File: config.mk
export PLATFORM = sky130hd
export DESIGN_NAME = sclk_burst_arbiter_flat
export DESIGN_NICKNAME = d
export VERILOG_FILES = /design/src/rtl/sclk_arb_pkg.sv /design/src/rtl/sclk_burst_arbiter_if.sv /design/src/rtl/sclk_rr_arbiter.sv /design/src/rtl/sclk_burst_arbiter.sv /design/src/flat_wrapper.sv
export SDC_FILE = /design/constraint.sdc
export NUM_CORES = 1
export LEC_CHECK = 0
export ABC_AREA = 1
export BUFFER_PORTS_ARGS = -buffer_cell sky130_fd_sc_hd__buf_4
export CORE_ASPECT_RATIO = 0.75
export CORE_MARGIN = 2
export CORE_UTILIZATION = 55
export CTS_CLUSTER_DIAMETER = 50
export DETAILED_ROUTE_END_ITERATION = 10
export PLACE_DENSITY_LB_ADDON = 0.2
export SLEW_MARGIN = 20
export SYNTH_ARGS = -nofsm -noshare
export SYNTH_HDL_FRONTEND = slang
export SYNTH_SLANG_ARGS = --single-unit
File: constraint.sdc
create_clock -name clk -period 2.3 [get_ports clk]
set_input_delay 0.23 -clock clk [delete_from_list [all_inputs] [get_ports clk]]
set_output_delay 0.23 -clock clk [all_outputs]
set_load 0.02 [all_outputs]
File: src/rtl/sclk_arb_pkg.sv
// rtl/sclk_arb_pkg.sv - shared state type and slice helper for the sclk burst arbiter
package sclk_arb_pkg;

  typedef enum logic [1:0] {
    IDLE,
    RUN,
    DONE
  } state_t;

  // Low bit of requester idx's field inside a packed per-requester bus of w-bit fields.
  function automatic int unsigned slice_lo(input int unsigned idx, input int unsigned w);
    return idx * w;
  endfunction

endpackage

File: src/rtl/sclk_burst_arbiter_if.sv
// rtl/sclk_burst_arbiter_if.sv - requester-facing bus of the sclk burst arbiter
interface sclk_burst_arbiter_if #(
  parameter int NUM_REQ = 2,
  parameter int DIV_W   = 32,
  parameter int LEN_W   = 16
);
  logic [NUM_REQ-1:0]       req;
  logic [NUM_REQ*DIV_W-1:0] div;
  logic [NUM_REQ*LEN_W-1:0] len;
  logic [NUM_REQ-1:0]       gnt;
  logic [NUM_REQ-1:0]       done;
  logic                     sclk;
  logic                     sclk_rise;
  logic                     busy;

  modport master (
    output req, div, len,
    input  gnt, done, sclk, sclk_rise, busy
  );

  modport slave (
    input  req, div, len,
    output gnt, done, sclk, sclk_rise, busy
  );
endinterface

File: src/rtl/sclk_rr_arbiter.sv
// rtl/sclk_rr_arbiter.sv - combinational one-hot winner select starting at i_ptr
// SCLK_FIXED_PRIO_EN: ignore i_ptr, lowest active index always wins.
module sclk_rr_arbiter #(
  parameter int NUM_REQ = 2,
  parameter int IDX_W   = $clog2(NUM_REQ)
) (
  input  logic [NUM_REQ-1:0] i_req,
  input  logic [IDX_W-1:0]   i_ptr,
  output logic [NUM_REQ-1:0] o_gnt
);
  logic w_found;

`ifdef SCLK_FIXED_PRIO_EN
  always_comb begin
    o_gnt   = '0;
    w_found = 1'b0;
    for (int i = 0; i < NUM_REQ; i++) begin
      if (!w_found && i_req[i]) begin
        o_gnt[i] = 1'b1;
        w_found  = 1'b1;
      end
    end
  end
`else
  logic [IDX_W-1:0] w_idx;

  always_comb begin
    o_gnt   = '0;
    w_found = 1'b0;
    w_idx   = '0;
    for (int k = 0; k < NUM_REQ; k++) begin
      w_idx = IDX_W'((int'(i_ptr) + k) % NUM_REQ);
      if (!w_found && i_req[w_idx]) begin
        o_gnt[w_idx] = 1'b1;
        w_found      = 1'b1;
      end
    end
  end
`endif
endmodule

File: src/rtl/sclk_burst_arbiter.sv
// rtl/sclk_burst_arbiter.sv - shares one sclk generator among requesters, one burst per grant
// SCLK_FIXED_PRIO_EN: drop the round-robin pointer and use fixed lowest-index priority.
module sclk_burst_arbiter
  import sclk_arb_pkg::*;
#(
  parameter int NUM_REQ = 2,
  parameter int DIV_W   = 32,
  parameter int LEN_W   = 16
) (
  input logic                clk,
  input logic                reset,
  sclk_burst_arbiter_if.slave bus
);
  localparam int IDX_W = $clog2(NUM_REQ);

  state_t               r_state, w_next;
  logic [NUM_REQ-1:0]   r_gnt, r_done, w_win;
  logic                 r_sclk, r_rise, r_busy;
  logic [DIV_W-1:0]     r_div, r_hc, w_div_sel;
  logic [LEN_W-1:0]     r_len, r_pc, w_len_sel;
  logic [IDX_W-1:0]     r_idx, w_win_idx, w_ptr;
  logic                 w_tog, w_last_fall;

`ifdef SCLK_FIXED_PRIO_EN
  assign w_ptr = '0;
`else
  logic [IDX_W-1:0] r_ptr;

  // Pointer holds the index searched first, i.e. last winner + 1.
  always_ff @(posedge clk or negedge reset) begin
    if (!reset)
      r_ptr <= '0;
    else if (r_state == DONE)
      r_ptr <= (r_idx == IDX_W'(NUM_REQ - 1)) ? '0 : r_idx + 1'b1;
  end
  assign w_ptr = r_ptr;
`endif

  sclk_rr_arbiter #(.NUM_REQ(NUM_REQ), .IDX_W(IDX_W)) u_arb (
    .i_req (bus.req),
    .i_ptr (w_ptr),
    .o_gnt (w_win)
  );

  always_comb begin
    w_div_sel = '0;
    w_len_sel = '0;
    w_win_idx = '0;
    for (int i = 0; i < NUM_REQ; i++) begin
      if (w_win[i]) begin
        w_div_sel = bus.div[slice_lo(i, DIV_W) +: DIV_W];
        w_len_sel = bus.len[slice_lo(i, LEN_W) +: LEN_W];
        w_win_idx = IDX_W'(i);
      end
    end
  end

  assign w_tog       = (r_state == RUN) && (r_len != '0) && (r_hc == r_div);
  assign w_last_fall = w_tog && r_sclk && (LEN_W'(r_pc + 1'b1) == r_len);

  always_comb begin
    w_next = r_state;
    case (r_state)
      IDLE:    if (|bus.req) w_next = RUN;
      RUN:     if ((r_len == '0) || w_last_fall) w_next = DONE;
      DONE:    w_next = IDLE;
      default: w_next = IDLE;
    endcase
  end

  always_ff @(posedge clk or negedge reset) begin
    if (!reset) r_state <= IDLE;
    else        r_state <= w_next;
  end

  always_ff @(posedge clk or negedge reset) begin
    if (!reset) begin
      r_gnt  <= '0;
      r_done <= '0;
      r_sclk <= 1'b0;
      r_rise <= 1'b0;
      r_busy <= 1'b0;
      r_hc   <= '0;
      r_pc   <= '0;
      r_div  <= '0;
      r_len  <= '0;
      r_idx  <= '0;
    end else begin
      r_done <= '0;
      r_rise <= 1'b0;
      r_busy <= (w_next != IDLE);
      case (r_state)
        IDLE: begin
          if (|bus.req) begin
            r_gnt  <= w_win;
            r_idx  <= w_win_idx;
            r_div  <= w_div_sel;
            r_len  <= w_len_sel;
            r_hc   <= '0;
            r_pc   <= '0;
            r_sclk <= 1'b0;
          end
        end
        RUN: begin
          if (w_tog) begin
            r_hc   <= '0;
            r_sclk <= ~r_sclk;
            r_rise <= ~r_sclk;
            if (r_sclk) r_pc <= r_pc + 1'b1;
          end else if (r_len != '0) begin
            r_hc <= r_hc + 1'b1;
          end
          if (w_next == DONE) begin
            r_done <= r_gnt;
            r_gnt  <= '0;
          end
        end
        default: ;
      endcase
    end
  end

  assign bus.gnt       = r_gnt;
  assign bus.done      = r_done;
  assign bus.sclk      = r_sclk;
  assign bus.sclk_rise = r_rise;
  assign bus.busy      = r_busy;
endmodule

File: src/flat_wrapper.sv
// flat-port wrapper written by rule: the top's interface ports become plain ports
module sclk_burst_arbiter_flat import sclk_arb_pkg::*;
#(
  parameter int NUM_REQ = 2,
  parameter int DIV_W   = 32,
  parameter int LEN_W   = 16
)
  (clk, reset, bus_req, bus_div, bus_len, bus_gnt, bus_done, bus_sclk, bus_sclk_rise, bus_busy);
  sclk_burst_arbiter_if #(.NUM_REQ(NUM_REQ), .DIV_W(DIV_W), .LEN_W(LEN_W)) bus_i ();
  input logic clk;
  input logic reset;
  input wire logic [$bits(bus_i.req)-1:0] bus_req;
  input wire logic [$bits(bus_i.div)-1:0] bus_div;
  input wire logic [$bits(bus_i.len)-1:0] bus_len;
  output wire logic [$bits(bus_i.gnt)-1:0] bus_gnt;
  output wire logic [$bits(bus_i.done)-1:0] bus_done;
  output wire logic [$bits(bus_i.sclk)-1:0] bus_sclk;
  output wire logic [$bits(bus_i.sclk_rise)-1:0] bus_sclk_rise;
  output wire logic [$bits(bus_i.busy)-1:0] bus_busy;
  assign bus_i.req = bus_req;
  assign bus_i.div = bus_div;
  assign bus_i.len = bus_len;
  assign bus_gnt = bus_i.gnt;
  assign bus_done = bus_i.done;
  assign bus_sclk = bus_i.sclk;
  assign bus_sclk_rise = bus_i.sclk_rise;
  assign bus_busy = bus_i.busy;
  sclk_burst_arbiter #(.NUM_REQ(NUM_REQ), .DIV_W(DIV_W), .LEN_W(LEN_W)) u_core (.clk(clk), .reset(reset), .bus(bus_i));
endmodule
==> summary.md <==
| Metric | Value |
|---|---|
| Outcome | `finished clean` |
| Crit path time final | `2190 ps` |
| Total die area | `0.0126 mm²` |
| Core box area | `0.0115 mm²` |
| DP Wirelength | `13.8 mm` |
| Synth Net Count | `983` |
| Detailed-route wire length per cell | `15.9 µm` |
| Hold Fails Final Rpt | `0` |
| Top post-synthesis cells by area | `dfrtp_1 (42%), nand2_1 (13%), nand3_1 (9.0%)` |
| Syn Inst Count | `881` |
| Gr usage total | `30.3%` |
| I/O pin count | `107` |
| Die Span Y | `97.8 µm` |
| Nets | `1093` |
| Fin util | `68.0%` |
| RSZ-0062 raised after global routing | `true` |
| Crit path launch type | `flop` |
| Vias per inst | `5.61` |
| CP Data Arrival Time | `2430 ps` |
| Synth area leader | `dfrtp_1` |
| Number of buffers created by CTS | `9` |
| Final Routed Wirelength | `18.4 mm` |
| Maxcap violations | `0` |
| Async SR Flop Fraction | `100%` |
| Worst-path clk slew | `80 ps` |
| Area share of the leading cell type in the synthesized netlist | `41.5%` |
| Primary FF master, synth | `dfrtp_1` |
| Largest net degree at the start of global routing | `46` |
| CP Class | `flop to flop` |
| Final setup violation count | `0` |
| ANT cells | `0` |
| Seq cells post-synth | `107` |
| Hold crit path type | `primary input to flop` |
| IO buf count | `106` |
| Initial DRC count | `639` |
| Fraction of layout cells with a size suffix above 1 | `18.7%` |
| Initial Util | `55.9%` |
| Vias in the first global route | `5997` |
| Drc violations | `0` |
| Skew-Pair Late Insertion Delay | `360 ps` |
| Clock buffer depth | `2` |
| Fin Clk Skew | `12.6 ps` |
| Vias | `6490` |
| Crit path max fanout | `4` |
| Number of H-tree branching levels | `3` |
| Cell Pwr Density | `467 mW/mm²` |
| Setup TNS | `0 ps` |
| Root buf cell | `clkbuf_16` |
| TritonRoute pass-1 iters | `5` |
| Tot Pwr | `3660 µW` |
| ANT nets after route | `0` |
| Post-Syn Area | `0.00645 mm²` |
| First-pass GRT wire length | `30.0 mm` |
| Slew Limit Fails | `0` |
| Worst-Margin Slew | `510 ps` |
| CTS sink count | `107` |
| Lkg Pwr | `0.00385 µW` |
| CTS tree | `done` |
| Gpl congestion | `0.908` |
| Syn Area/Cell | `7.32 µm²` |
| Fmax | `0.457 GHz` |
| Worst vdd ir | `0.000344 V` |
| Row Count | `34` |
| Sequential share of the synthesized area | `41.5%` |
| Remaining global-route overflow | `0` |
| Antenna violations before repair | `0` |
| Die Width | `129 µm` |
| Synthesis Warnings | `0` |
| Final period utilization | `95.1%` |
| Slew headroom | `65.7%` |
| CP required | `2550 ps` |
| EDFF count, synth | `0` |
| Area Growth Syn to Fin | `21.6%` |
| Synth unique cells | `42` |
| Crit end category | `flop` |
worst paths after layout:
| path | startpoint | to | slack (ps) | cells past startpoint |
|---|---|---|---|---|
| worst max-delay path | u_core.r_pc[0] | u_core.bus.gnt[1] | 110 | 14 |
| worst min-delay path | bus_div[10] | u_core.r_div[10] | 100 | 3 |
| worst max register to register | u_core.r_pc[0] | u_core.bus.gnt[1] | 110 | 14 |
| worst min register to register | u_core.r_idx | u_core.r_ptr | 450 | 1 |
| max in group asynchronous | reset | u_core.r_hc[7] | 1290 | 3 |
| min in group asynchronous | reset | u_core.r_len[13] | 300 | 2 |
area by class of cell:
| type | count | area [µm²] |
|---|---|---|
| Inverter | 121 | 462 |
| Tap cell | 162 | 203 |
| Sequential cell | 107 | 2680 |
| Timing Repair Buffer | 132 | 1010 |
| Clock inverter | 5 | 62.6 |
| Multi-Input combinational cell | 620 | 3200 |
| Fill cell | 979 | 3690 |
| Clock buffer | 10 | 229 |
synth_stat cells, types with 3 or more instances:
master      n
o21bai_1    3
nand2_1   221
buf_2       6
dfrtp_1   107
nand4_1    43
o21ai_0     9
nor3_1     17
o31ai_1     8
nor4_1      4
xor2_1     21
o221ai_1   28
a21oi_1    10
buf_1       5
nor2_1     92
clkbuf_1   20
xnor2_1    14
nand3_1   116
inv_1     107
nor2_2      3
o21ai_1     7
inv_2      13
per-stage QoR:
stage / hold slack (ps) / worst slack [ps] / std cells / area (µm²)
after global placement: 130 / 124 / 1137 / 7470
after global routing: 110 / -63.8 / 1157 / 7840
after floorplan: -65.6 / 559 / 881 / 6450
after detailed placement: 123 / 118 / 1137 / 7470
after CTS: 98.3 / 72.2 / 1153 / 7770
final: 104 / 114 / 1157 / 7840
critical path, cell delays in order, from the launching register on:
cell and delay (ps):
dfrtp_1 420, ha_1 240, nand3_2 150, inv_1 170
nand2_1 70, o21bai_1 200, nand3_1 110, nand2_1 110
nand2_1 60, nor2_1 130, nand3_1 120, nand3_2 110
nand2_1 80, nand2_1 60, nand2_1 50
state kept, by name, summed over array words and instances (netlist names), 2 cells and up:
register / count
u_core.r_state: 2
u_core.bus.done: 2
u_core.r_hc: 32
u_core.bus.gnt: 2
u_core.r_div: 32
u_core.r_len: 16
u_core.r_pc: 16
routing by layer:
| metal | up-vias | wire length (µm) | track usage (%) | part of all wire, % |
|---|---|---|---|---|
| met2 | 313 | 7490 | 41.9 | 41 |
| met3 | 34 | 1640 | 6.19 | 8.9 |
| met5 | - | 0 | 0 | 0 |
| met4 | 0 | 386 | 8.61 | 2.1 |
| li1 | 3117 | - | - | - |
| met1 | 3026 | 8850 | 47.9 | 48 |
cells by family (layout without fill, tap and decap cells):
logic type / Yosys count / after routing / share of synthesized area (%)
AND/OR/NAND/NOR: 509 / 509 / 35.4
buffers and inverters: 154 / 268 / 9.45
flip-flops: 107 / 107 / 41.5
AO/OA/AOI/OAI: 73 / 73 / 8.21
XOR/XNOR: 36 / 36 / 5.01
adder cells (fa/ha/maj): 2 / 2 / 0.388
timing repair:
item	CTS	global route
resized for setup	0	15
setup endpoints to repair	0	8
hold buffers	1	0
setup buffers	0	4
hold endpoints to repair	15	0
report_power, final:
group / internal, µW / switching, µW
clock network: 845 / 718
logic: 119 / 96.8
registers: 1880 / 0
cells in the final DEF, fill, tap and decap left out, types with 14 or more instances in the layout:
cell type and n:
nor3_1 16, nand3_1 114, dfrtp_1 107, o221ai_1 28
xnor2_1 14, inv_1 107, nand4_1 43, nor2_1 86
buf_4 130, xor2_1 21, nand2_1 218
Note: power is estimated with default switching activity, not from simulation.
